==> src/rtl/led_sequencer_pkg.sv <==
// Shared definitions for the LED sequencer: FSM state encoding and the
// default latch-gap length (50 us of WS281x reset low time at 12 MHz).
package led_sequencer_pkg;

  typedef enum logic [1:0] {
    LED_SEQ_IDLE  = 2'd0,
    LED_SEQ_SHIFT = 2'd1,
    LED_SEQ_LATCH = 2'd2
  } led_seq_state_e;

  localparam int unsigned LED_SEQ_LATCH_CYCLES = 600;

endpackage

==> src/rtl/led_sequencer_latch_timer.sv <==
// led_latch_timer: loadable down-counter for the strip latch gap.
// After load with N-1 it stays active for exactly N cycles; expire_o is
// high during the last of them. abort_i cancels a running count.
module led_latch_timer #(
  parameter int unsigned LAT_W = 16
) (
  input  logic             clk_i,
  input  logic             rst_ni,
  input  logic             load_i,
  input  logic             abort_i,
  input  logic [LAT_W-1:0] load_val_i,
  output logic             expire_o
);

  logic [LAT_W-1:0] count_q, count_d;
  logic             active_q, active_d;

  // Next-state: abort beats load, load beats counting.
  always_comb begin
    count_d  = count_q;
    active_d = active_q;
    if (abort_i) begin
      active_d = 1'b0;
    end else if (load_i) begin
      count_d  = load_val_i;
      active_d = 1'b1;
    end else if (active_q) begin
      if (count_q == '0) begin
        active_d = 1'b0;
      end else begin
        count_d = count_q - LAT_W'(1);
      end
    end
  end

  // Counter registers with synchronous active-low reset.
  always_ff @(posedge clk_i) begin
    if (!rst_ni) begin
      count_q  <= '0;
      active_q <= 1'b0;
    end else begin
      count_q  <= count_d;
      active_q <= active_d;
    end
  end

  assign expire_o = active_q && (count_q == '0);

endmodule

==> src/rtl/led_sequencer.sv <==
// led_sequencer: walks an LED index across a run-time-selectable strip
// length in either direction, one step per accepted LED word, then holds
// a latch gap before pulsing done.
// Optional build macro LED_SEQ_REPEAT_EN adds input led_repeat: when high
// at latch expiry the next frame starts directly without an IDLE cycle.
module led_sequencer
  import led_sequencer_pkg::*;
#(
  parameter int unsigned NUM_LEDS     = 150,
  parameter int unsigned IDX_W        = 8,
  parameter int unsigned LATCH_CYCLES = LED_SEQ_LATCH_CYCLES,
  parameter int unsigned LAT_W        = 16
) (
  input  logic             led_clock,
  input  logic             led_reset_n,
  input  logic             start,
  input  logic             stop,
  input  logic [IDX_W-1:0] led_length,
  input  logic             dir_up,
  input  logic             led_ack,
`ifdef LED_SEQ_REPEAT_EN
  // Named led_repeat because 'repeat' is a reserved word.
  input  logic             led_repeat,
`endif
  output logic [IDX_W-1:0] led_index,
  output logic             led_valid,
  output logic             busy,
  output logic             latching,
  output logic             done
);

  localparam logic [IDX_W:0]   NUM_EXT  = (IDX_W+1)'(NUM_LEDS);
  localparam logic [IDX_W-1:0] LAST_MAX = IDX_W'(NUM_LEDS - 1);
  localparam logic [LAT_W-1:0] LAT_LOAD = LAT_W'(LATCH_CYCLES - 1);

  led_seq_state_e   state_q, state_d;
  logic [IDX_W-1:0] idx_q, idx_d;
  logic [IDX_W-1:0] last_q, last_d;
  logic             dir_q, dir_d;

  logic             len_oor;
  logic [IDX_W-1:0] start_last;
  logic [IDX_W-1:0] start_idx;
  logic             at_last;
  logic             timer_load;
  logic             timer_abort;
  logic             latch_expire;

  // Frame parameters derived from the live inputs, used whenever a frame begins.
  always_comb begin
    len_oor    = (led_length == '0) || ({1'b0, led_length} > NUM_EXT);
    start_last = len_oor ? LAST_MAX : (led_length - IDX_W'(1));
    start_idx  = dir_up ? '0 : start_last;
    at_last    = dir_q ? (idx_q == last_q) : (idx_q == '0);
  end

  // FSM next-state, index stepping and done pulse.
  always_comb begin
    state_d     = state_q;
    idx_d       = idx_q;
    last_d      = last_q;
    dir_d       = dir_q;
    timer_load  = 1'b0;
    timer_abort = 1'b0;
    done        = 1'b0;
    case (state_q)
      LED_SEQ_IDLE: begin
        if (start && !stop) begin
          last_d  = start_last;
          dir_d   = dir_up;
          idx_d   = start_idx;
          state_d = LED_SEQ_SHIFT;
        end
      end
      LED_SEQ_SHIFT: begin
        if (stop) begin
          state_d = LED_SEQ_IDLE;
        end else if (led_ack) begin
          if (at_last) begin
            state_d    = LED_SEQ_LATCH;
            timer_load = 1'b1;
          end else begin
            idx_d = dir_q ? (idx_q + IDX_W'(1)) : (idx_q - IDX_W'(1));
          end
        end
      end
      LED_SEQ_LATCH: begin
        if (stop) begin
          state_d     = LED_SEQ_IDLE;
          timer_abort = 1'b1;
        end else if (latch_expire) begin
          done = 1'b1;
`ifdef LED_SEQ_REPEAT_EN
          if (led_repeat) begin
            last_d  = start_last;
            dir_d   = dir_up;
            idx_d   = start_idx;
            state_d = LED_SEQ_SHIFT;
          end else begin
            state_d = LED_SEQ_IDLE;
          end
`else
          state_d = LED_SEQ_IDLE;
`endif
        end
      end
      default: state_d = LED_SEQ_IDLE;
    endcase
  end

  // State, index and captured frame parameters.
  always_ff @(posedge led_clock) begin
    if (!led_reset_n) begin
      state_q <= LED_SEQ_IDLE;
      idx_q   <= LAST_MAX;
      last_q  <= LAST_MAX;
      dir_q   <= 1'b0;
    end else begin
      state_q <= state_d;
      idx_q   <= idx_d;
      last_q  <= last_d;
      dir_q   <= dir_d;
    end
  end

  led_latch_timer #(
    .LAT_W(LAT_W)
  ) u_latch_timer (
    .clk_i      (led_clock),
    .rst_ni     (led_reset_n),
    .load_i     (timer_load),
    .abort_i    (timer_abort),
    .load_val_i (LAT_LOAD),
    .expire_o   (latch_expire)
  );

  assign led_index = idx_q;
  assign led_valid = (state_q == LED_SEQ_SHIFT);
  assign busy      = (state_q == LED_SEQ_SHIFT) || (state_q == LED_SEQ_LATCH);
  assign latching  = (state_q == LED_SEQ_LATCH);

endmodule

==> config.mk <==
export PLATFORM = sky130hd
export DESIGN_NAME = led_sequencer
export DESIGN_NICKNAME = d
export VERILOG_FILES = /design/src/rtl/led_sequencer_pkg.sv /design/src/rtl/led_sequencer_latch_timer.sv /design/src/rtl/led_sequencer.sv
export SDC_FILE = /design/constraint.sdc
export NUM_CORES = 1
export LEC_CHECK = 0
export ABC_AREA = 1
export CAP_MARGIN = 20
export CORE_ASPECT_RATIO = 2
export CORE_UTILIZATION = 52
export CTS_CLUSTER_DIAMETER = 50
export DETAILED_ROUTE_END_ITERATION = 10
export PLACE_DENSITY_LB_ADDON = 0.15
export SYNTH_ARGS = -nofsm -noshare
export SYNTH_HDL_FRONTEND = slang
export SYNTH_SLANG_ARGS = --single-unit
==> constraint.sdc <==
create_clock -name led_clock -period 5.2 [get_ports led_clock]
set_input_delay 0.52 -clock led_clock [delete_from_list [all_inputs] [get_ports led_clock]]
set_output_delay 0.52 -clock led_clock [all_outputs]
set_load 0.05 [all_outputs]
# [Word level (Yosys, flattened, before mapping)]
# Index checks and enable logic that the tools add are counted.
[word_totals] ff_bits=36 word_cells=71 input_bits=14
[op_classes] reduce_logical=16 mux=31 bitwise_logic=2 eq_ne=11 add_sub_neg=4 n_lt_le_gt_ge=1
[ops] operator="$mux W8" count=7
[ops] operator="$mux W16" count=3
[ops] operator="$logic_not A16 Y1" count=1
[ops] operator="$logic_not A8 Y1" count=2
[ops] operator="$pmux W8 S2" count=1
[ops] operator="$sub A16 B1 Y16 const B" count=1
[ops] operator="$sub A8 B1 Y8 const B" count=2
[ops] operator="$mux W1" count=13
[ops] operator="$mux W2" count=6
[ops] operator="$ne A2 B2 Y1 const B" count=5
[ops] operator="$add A8 B1 Y8 const B" count=1
[ops] operator="$eq A8 B8 Y1" count=1
[ops] operator="$gt A8 B8 Y1 const B" count=1
[ops] operator="$ne A3 B2 Y1 const B" count=2
[ops] operator="$pmux W2 S3" count=1
[ops] operator="$reduce_and A5 Y1" count=1
[ops] operator="$reduce_and A4 Y1" count=1
[ops] operator="$reduce_bool A2 Y1" count=2
[ops] operator="$ne A3 B3 Y1 const B" count=1
[ops] operator="$reduce_and A3 Y1" count=1
[ops] operator="$eq A2 B1 Y1 const B" count=1
[ops] operator="$eq A2 B2 Y1 const B" count=1
[ops] operator="$logic_and A1 B1 Y1" count=2
[ops] operator="$logic_not A2 Y1" count=1
[ops] operator="5 further kinds" count=7

# [Depth between registers and ports, before layout]
# Gate-level depths: netlist (run 1).
[logic_depth] depth_word=8 mapped_depth=14

# [Hierarchy]
# Synthesis (run 1) repeated with hierarchy kept, for this count alone.
[unflattened] cells_unflattened=525 area_unflattened_um2=2982.9
[modules_own_cells] module="led_sequencer" area_each_um2=1710.4 cells_per_inst=286 seq_area_each_um2=380.4 instances=1
[modules_own_cells] module="led_latch_timer" area_each_um2=1272.5 cells_per_inst=239 seq_area_each_um2=340.3 instances=1

# [Worst setup path before layout (run 1)]
# Ideal clock, no wire load.
[synth_path] kind="register to output" startpoint="reg state_q[0]" endpoint="out done" n_path_buf=0 path_stages_with_launch=5 slack_ns=2.580 t_required_ns=4.680 t_arrival_ns=2.100 cell_sequence="dfxtp_1 > inv_1 > ha_1 > nand2_1 > nor3_1"
[synth_between] elab_chain_len=2
[synth_rtl] element="start: declaration" line_no="led_sequencer.sv:36" source="led_seq_state_e state_q, state_d;"
[synth_rtl] element="start signal: assignment" line_no="led_sequencer.sv:119" source="state_q <= state_d;"
[synth_rtl] element="$eq A2 B2 Y1"
[synth_rtl] element="net latching" line_no="led_sequencer.sv:28" source="output logic latching,"
[synth_rtl] element="$mux W1" line_no="led_sequencer.sv:66" source="case (state_q)"
[synth_rtl] element="end: declaration" line_no="led_sequencer.sv:29" source="output logic done"
# The timed path passes the listed nets, and every way through them passes these cells.

# [Worst setup path after layout (run 1)]
[layout_path] startpoint="reg u_latch_timer.count_q[4]" endpoint="out done"
[layout_between] elab_chain_len=5
[layout_rtl] element="start: declaration" line_no="led_sequencer_latch_timer.sv:15" source="logic [LAT_W-1:0] count_q, count_d;"
[layout_rtl] element="start signal: assignment" line_no="led_sequencer_latch_timer.sv:42" source="count_q <= count_d;"
[layout_rtl] element="$logic_not A16 Y1" line_no="led_sequencer_latch_timer.sv:47" source="assign expire_o = active_q && (count_q == '0);"
[layout_rtl] element="$logic_and A1 B1 Y1" line_no="led_sequencer_latch_timer.sv:47"
[layout_rtl] element="$mux W1" line_no="led_sequencer.sv:91" source="end else if (latch_expire) begin"
[layout_rtl] element="$mux W1" line_no="led_sequencer.sv:88" source="if (stop) begin"
[layout_rtl] element="$mux W1" line_no="led_sequencer.sv:66"
# Every way passes these cells.

==> impl_metrics.toml, run 1 <==
[setup_path]
critPathBufInv = 2
crit_required_ps = 4680
worstSetupPathType = "reg -> out"
path_delay_family = "buffers and inverters"
slowest_delay_ps = 820
crit_chain = "nor2_1, inv_1, nor2_1, nand3_1, nor3_1, clkdlybuf4s50_1"
start_kind = "flip-flop"
cp_slowest_cell = "clkdlybuf4s50_1"
cp.arrival_ps = 2220
crit_fanout = 4
end_kind = "output port"
crit_path_frequent_cell = "nor2_1"

[final_layout]
nets = 457
drive_gt1_share_pct = 4.43
syn_to_final_growth_pct = 14.7
fill_cells = 462
diodes = 0

[yosys]
syn_area_sq_um = 2570
avgSynthCellArea_sq_um = 6.37
ys_warn_count = 0
ys.flop_type = "dfxtp_1"
synth_edf_count = 0
synth.distinct_cells = 33
seq_area_frac_synth_pct = 28.0
async_flop_share_pct = 0
synth-seq-cells = 36
synthCells = 404
syn-num-nets = 433

[detailed_routing]
via_count = 2589
drt_iter0_drc = 50
drt.antenna.violating_nets = 0
avgRoutedWirePerCell_microns = 13.4
drtPass1Iterations = 4
wirelength_microns = 6480
vias_per_cell = 5.35
drc = 0

[global_routing]
grt_max_degree = 20
grt_pass1_wl_microns = 10700
grt_use_total_pct = 27.2
grt_overflow = 0
antenna_found_initial = 0
grt_pass1_vias = 2460

[min_path]
hp-class = "reg -> reg"

[die]
die-area_sq_um = 5250
num_rows = 35
die_x_microns = 51.8
io_pins = 26
die_y_microns = 102
start_util_pct = 55.0
core_sq_um = 4690

[cts]
tritoncts = "done"
clk_pin_slew_ps = 70
clkSinkCount = 36
root_buffer = "clkbuf_8"
cts_max_level = 2
cts_resized = 0
cts_buffers = 5
cts_max_path_buffers = 2
postCtsSetupRepairBufs = 0
ctsHoldBuffers = 0
worstSkewPairLatency_ps = 290

[place]
gp_congestion = 0.869
portBuffers = 25
hpwlAfterDp_microns = 5090

[timing]
max_freq_mhz = 365
hold_violations = 0
period_share_pct = 52.7
worst_slew_pin_slew_ps = 563
tns_ps = 0
final.min_clock_period_ps = 2740
slew_violations = 0
rsz0062_at_grt = "no"
slew_headroom_pct = 62.3
setup_viol = 0
fin_skew_ps = 6.69

[pwr]
pwr_density_cell_nw_per_um2 = 331
p_leak_nw = 1.45
p_total_w = 0.000979
ir_drop_v = 0.000216

[flow_run]
cap_viol_max_count = 0

[run_status]
status = "complete, no violations"
-- cells by family after synthesis --
family                     after synthesis  synth area share, %
adders and majority gates               15                 7.58
DFF                                     36                 28.0
buffers and inverters                   59                 9.28
AOI/OAI and AO/OA                       61                 12.7
and+or+nand+nor                        220                 38.0
xor gates and xnor gates                13                 4.42
-- where the power goes --
group / leakage (nW) / internal [W] / switching (W)
Combinational: 1.10 / 0.000143 / 0.000252
Sequential: 0.293 / 0.000300 / 0.0000410
Clock: 0.0552 / 0.000142 / 0.0000998
-- sequential cells by signal (all words and copies together) (netlist names) --
signal                  flops
led_index                   8
u_latch_timer.count_q      16
dir_q                       1
u_latch_timer.active_q      1
state_q                     2
last_q                      8
-- placed cells by master, fill, tap and decap left out, types with 7 or more instances in the layout --
cell type,count
xnor2_1,7
nor3_1,7
nor2_1,48
inv_1,47
ha_1,14
clkdlybuf4s50_1,25
nand2_1,103
nand3_1,39
a21oi_1,35
dfxtp_1,36
o21ai_0,16
nand4_1,7
-- per-layer routing --
metal / global-route usage [%] / part of all wire, %
met5: 0 / 0
met1: 26.2 / 36
met2: 52.6 / 57
met3: 2.40 / 2.3
met4: 16.0 / 4.6
-- through the flow --
stage / cell area (sq um) / hold slack [ps] / std cells / utilization, % / setup slack (ps)
floorplan: 2570 / 456 / 404 / - / 2580
global placement: 2850 / 472 / 476 / 60.7 / 2520
detailed placement: 2850 / 487 / 476 / 60.7 / 2510
CTS: 2950 / 498 / 484 / 63.0 / 2460
global route: 2950 / 512 / 484 / 63.0 / 2310
finish: 2950 / 497 / 484 / 63.0 / 2460
-- worst register-to-register path, delay by kind of cell (launching register included) --
| kind | cells | cell delay [ps] |
|---|---|---|
| and+or+nand+nor | 6 | 720 |
| DFF | 1 | 330 |
| adders and majority gates | 1 | 430 |
| buffers and inverters | 3 | 320 |
| AOI/OAI and AO/OA | 1 | 120 |
-- cell usage after synthesis, types with 2 or more instances --
cell,instances,area [sq um]
ha_1,14,175
nor2_1,48,180
a21oi_1,35,175
nand4_1,7,43.8
nor4_1,2,12.5
nand3b_1,6,45.0
xor2_1,6,52.6
nand2_4,2,22.5
inv_1,47,176
buf_2,2,10.0
o21ai_0,16,80.1
inv_2,3,11.3
nand2_2,2,12.5
nor3_1,7,35.0
xnor2_1,7,61.3
o21ai_1,4,20.0
dfxtp_1,36,721
nand2_1,103,387
nand3_1,39,195
o21a_1,2,15.0
clkbuf_1,4,15.0
-- final timing paths --
check,start,end,slack [ps],depth (start not counted)
worst max-delay path,u_latch_timer.count_q[4],done,2460,6
worst min-delay path,u_latch_timer.count_q[5],u_latch_timer.count_q[5],500,2
worst max register to register,state_q[1],u_latch_timer.count_q[9],3170,11
worst min register to register,u_latch_timer.count_q[5],u_latch_timer.count_q[5],500,2
-- final cells by class --
class                      count  area [sq um]  share of cell area (%)
multi-input combinational    309          1620                    54.7
sequential                    36           721                    24.4
timing repair buffer          25           250                    8.47
inverter                      51           191                    6.48
clock buffer                   6          72.6                    2.46
tap                           55          68.8                    2.33
clock inverter                 2          35.0                    1.19
No activity file was read; power rests on OpenSTA's default activity.
==> run 2, diff against run 1 <==
==> constraint.sdc (replaced) <==
create_clock -name led_clock -period 2.55 [get_ports led_clock]
set_input_delay 0.255 -clock led_clock [delete_from_list [all_inputs] [get_ports led_clock]]
set_output_delay 0.255 -clock led_clock [all_outputs]
set_load 0.05 [all_outputs]
==> run 2 against run 1 <==
  * Non-clock buffer count is 3 higher
  * Wire length is 6.3% higher
  * Utilization is 0.43 points higher
  * Highest routed layer unchanged
  * Global-route usage is 2.3 points higher
  * First-iteration DRC count is 50% higher
  * Clock power is 110% higher
  * Power is 110% higher
  * Register-to-register slack worse by 2600 ps
==> impl_metrics.toml, run 2 (synthesis results as in run 1) <==
[pwr]
pwr_density_cell_nw_per_um2 = 684
ir_drop_v = 0.000540
p_leak_nw = 1.46

[cts]
cts_max_level = 2
clkSinkCount = 36
root_buffer = "clkbuf_8"
postCtsSetupRepairBufs = 0
cts_buffers = 5
cts_resized = 0
cts_max_path_buffers = 2
clk_pin_slew_ps = 70
tritoncts = "done"
worstSkewPairLatency_ps = 300
ctsHoldBuffers = 0

[detailed_routing]
drt.antenna.violating_nets = 0
vias_per_cell = 5.48
drtPass1Iterations = 4
avgRoutedWirePerCell_microns = 14.1
drt_iter0_drc = 75
drc = 0
wirelength_microns = 6880
via_count = 2667

[timing]
fin_skew_ps = 8.22
rsz0062_at_grt = "no"
final.min_clock_period_ps = 2250
tns_ps = 0
period_share_pct = 88.2
max_freq_mhz = 444
worst_slew_pin_slew_ps = 510
slew_headroom_pct = 65.9
hold_violations = 0
slew_violations = 0
setup_viol = 0

[flow_run]
cap_viol_max_count = 0

[final_layout]
layout_common_cells = "103 x nand2_1, 48 x nor2_1, 47 x inv_1"
nets = 460
diodes = 0
drive_gt1_share_pct = 5.32
largest_register = "u_latch_timer.count_q"
largest_reg_flops = 16
final_common_cell = "nand2_1"
syn_to_final_growth_pct = 15.5
fill_cells = 463
seqCellArea_sq_um = 721
layout.cells.non_filler = 487
multi_input_area_sq_um = 1620

[die]
core_sq_um = 4690
num_rows = 35
die-area_sq_um = 5250
die_y_microns = 102
io_pins = 26
start_util_pct = 55.0
die_x_microns = 51.8

[setup_path]
crit_chain = "inv_1, ha_1, clkdlybuf4s50_1"
slowest_delay_ps = 880
start_kind = "flip-flop"
crit_required_ps = 2300
r2r-start = "state_q[1]"
crit_fanout = 11
r2r_slack_ps = 540
cp.arrival_ps = 1990
end_kind = "output port"
worstSetupStartpoint = "state_q[1]"
worstSetupPathType = "reg -> out"
cp_slowest_cell = "clkdlybuf4s50_1"

[global_routing]
grt_overflow = 0
grt_max_degree = 20
grt_use_total_pct = 29.5
antenna_found_initial = 0
grt_pass1_vias = 2682
grt_pass1_wl_microns = 11500

[place]
hpwlAfterDp_microns = 5200
gp_congestion = 0.931
dp.cells = 479
portBuffers = 25

[min_path]
holdCritStartpoint = "state_q[1]"
hp-class = "reg -> reg"

[run_status]
status = "complete, no violations"
==> run 2: cell count changes in the layout (fill, tap and decap cells not counted), sizes merged <==
cell	before	now
buf	0	4
clkdlybuf4s50	25	24
==> run 2: area by class of cell <==
type,count,share of cell area (%)
timing repair buffer,28,9.09
inverter,51,6.44
tap,55,2.31
clock inverter,2,1.18
clock buffer,6,2.44
sequential,36,24.2
multi-input combinational,309,54.3
==> run 2: final timing paths <==
check,endpoint,cells after the start
worst max register to register,u_latch_timer.count_q[9],11
worst min-delay path,state_q[1],2
worst min register to register,state_q[1],2
worst max-delay path,led_valid,3
==> run 2: where the power goes <==
part	internal (W)	switching, W	total [W]
clock	0.000290	0.000214	0.000504
sequential	0.000612	0.0000784	0.000691
combinational	0.000296	0.000544	0.000840
==> run 2: metrics by stage <==
stage	setup WS (ps)	hold WS [ps]	total power, W	utilization (%)	instance area [sq um]
2_1_floorplan	195	393	0.00129	-	2570
3_3_place_gp	564	473	0.00152	61.2	2870
3_5_place_dp	541	476	0.00153	61.2	2870
4_1_cts	294	486	0.00204	63.5	2970
5_1_grt	208	519	0.00218	63.5	2970
6_report	300	482	0.00204	63.5	2970
==> run 2: per-layer routing <==
| metal | vias up | share of wire, % | GRT usage [%] |
|---|---|---|---|
| li1 | 1361 | - | - |
| met1 | 1210 | 36 | 26.5 |
| met2 | 72 | 56 | 56.9 |
| met3 | 24 | 3.7 | 5.41 |
| met4 | 0 | 4.6 | 18.1 |
| met5 | - | 0 | 0 |
==> run 2: critical path: cells and delay by family (launching register included) <==
kind,cells,cell delay (ps)
buffers and inverters,2,960
adder cells (fa/ha/maj),1,410
flip-flops,1,330
==> run 3, diff against run 2 <==
==> constraint.sdc (replaced) <==
create_clock -name led_clock -period 2.55 [get_ports led_clock]
set_input_delay 0.255 -clock led_clock [delete_from_list [all_inputs] [get_ports led_clock]]
set_output_delay 0.255 -clock led_clock [all_outputs]
set_load 0.005 [all_outputs]
==> run 3 against run 2 <==
  * Wire length decreased by 3.6%
  * Power decreased by 11%
  * Fmax increased by 2.1%
  * Sequential share of layout area increased by 0.18 points
  * Via count decreased by 0.19%
  * Worst hold slack improved by 8.8 ps
  * Sequential power increased by 0.7%
  * Clock skew decreased by 4.6 ps
  * Clock-buffer cell count increased by 2
==> impl_metrics.toml, run 3 (synthesis results as in run 1) <==
[setup_path]
end_kind = "output port"
crit_path_frequent_cell = "nor2_1"
r2r_cells = 14
worstSetupPathType = "reg -> out"
cp.arrival_ps = 1950
crit_fanout = 4
path_delay_family = "simple AND/OR/NAND/NOR gates"
crit_chain = "nor2_1, inv_1, nor2_1, nand3_1, nor3_1, clkdlybuf4s50_1"
critPathBufInv = 2
crit_cells = 6
cp_slowest_cell = "clkdlybuf4s50_1"
start_kind = "flip-flop"
slowest_delay_ps = 540
crit_required_ps = 2300

[timing]
max_freq_mhz = 454
tns_ps = 0
worst_slew_pin_slew_ps = 496
slew_headroom_pct = 66.8
fin_skew_ps = 3.59
setup_viol = 0
hold_violations = 0
final.min_clock_period_ps = 2200
fin_ws_ps = 347
rsz0062_at_grt = "no"
slew_violations = 0
period_share_pct = 86.4

[final_layout]
largest_reg_flops = 16
syn_to_final_growth_pct = 14.6
final_common_cell = "nand2_1"
nets = 459
layout_common_cells = "103 x nand2_1, 48 x nor2_1, 47 x inv_1"
utilization_pct = 63.0
largest_register = "u_latch_timer.count_q"
diodes = 0
drive_gt1_share_pct = 4.64

[min_path]
hold_depth = 2
hp-class = "reg -> reg"

[global_routing]
grt_use_total_pct = 27.9
grt_max_degree = 20
antenna_found_initial = 0
grt_pass1_vias = 2522
grt_pass1_wl_microns = 10900
grt_overflow = 0

[cts]
tritoncts = "done"
ctsHoldBuffers = 0
cts_max_level = 2
clkSinkCount = 36
postCtsSetupRepairBufs = 0
root_buffer = "clkbuf_8"
worstSkewPairLatency_ps = 280
clk_pin_slew_ps = 70
cts_resized = 0
cts_max_path_buffers = 2
cts_buffers = 5

[detailed_routing]
drt.antenna.violating_nets = 0
vias_per_cell = 5.48
drt_iter0_drc = 48
wirelength_microns = 6630
drtPass1Iterations = 4
via_count = 2662
avgRoutedWirePerCell_microns = 13.6
drc = 0

[die]
die-area_sq_um = 5250
start_util_pct = 55.0
num_rows = 35
io_pins = 26
die_x_microns = 51.8
die_y_microns = 102
core_sq_um = 4690

[run_status]
status = "complete, no violations"

[pwr]
pwr_density_cell_nw_per_um2 = 611
p_leak_nw = 1.45
ir_drop_v = 0.000425

[place]
gp_congestion = 0.923
hpwlAfterDp_microns = 5120
portBuffers = 25
dp_slack_ps = 547

[flow_run]
cap_viol_max_count = 0
[run 3: changes by cell type in the layout (fill, tap and decap cells not counted)]
cell	before	now
clkdlybuf4s50_1	24	25
bufinv_16	1	0
clkbuf_1	1	2
clkbuf_8	5	6
buf_4	4	2
clkinv_2	1	0
[run 3: cell type report]
cell class | count | area [sq um]
clock buffer | 8 | 90.1
fill | 443 | 1730
inverter | 51 | 191
multi-input combinational | 309 | 1620
sequential | 36 | 721
tap | 55 | 68.8
timing repair buffer | 27 | 265
[run 3: layer usage]
| metal | wire (microns) | share of wire, % | GRT usage (%) | vias up |
|---|---|---|---|---|
| li1 | - | - | - | 1365 |
| met1 | 2480 | 37 | 26.9 | 1216 |
| met2 | 3600 | 54 | 53.5 | 56 |
| met3 | 152 | 2.3 | 2.25 | 25 |
| met4 | 393 | 5.9 | 17.9 | 0 |
| met5 | 0 | 0 | 0 | - |
[run 3: tightest hold or removal path, stage by stage, from the launching register on]
cell and delay, ps:
dfxtp_1 320, nand2_1 70, a21oi_1 50
[run 3: final timing paths]
kind | to | from | slack [ps]
min reg2reg | state_q[0] | state_q[0] | 490
min | state_q[0] | state_q[0] | 490
max | done | u_latch_timer.count_q[4] | 350
max reg2reg | led_index[6] | dir_q | 570
[run 3: stage by stage]
step | total power (W) | hold WS [ps] | area, sq um | cells
after detailed placement | 0.00139 | 483 | 2860 | 478
after floorplan | 0.00116 | 393 | 2570 | 404
after global placement | 0.00138 | 470 | 2860 | 478
after global routing | 0.00194 | 523 | 2950 | 486
after CTS | 0.00181 | 494 | 2950 | 486
final | 0.00180 | 490 | 2950 | 486
[run 3: where the power goes]
part | internal [W] | switching [W]
sequential | 0.000613 | 0.0000830
combinational | 0.000294 | 0.000398
clock | 0.000220 | 0.000196
total | 0.00113 | 0.000677
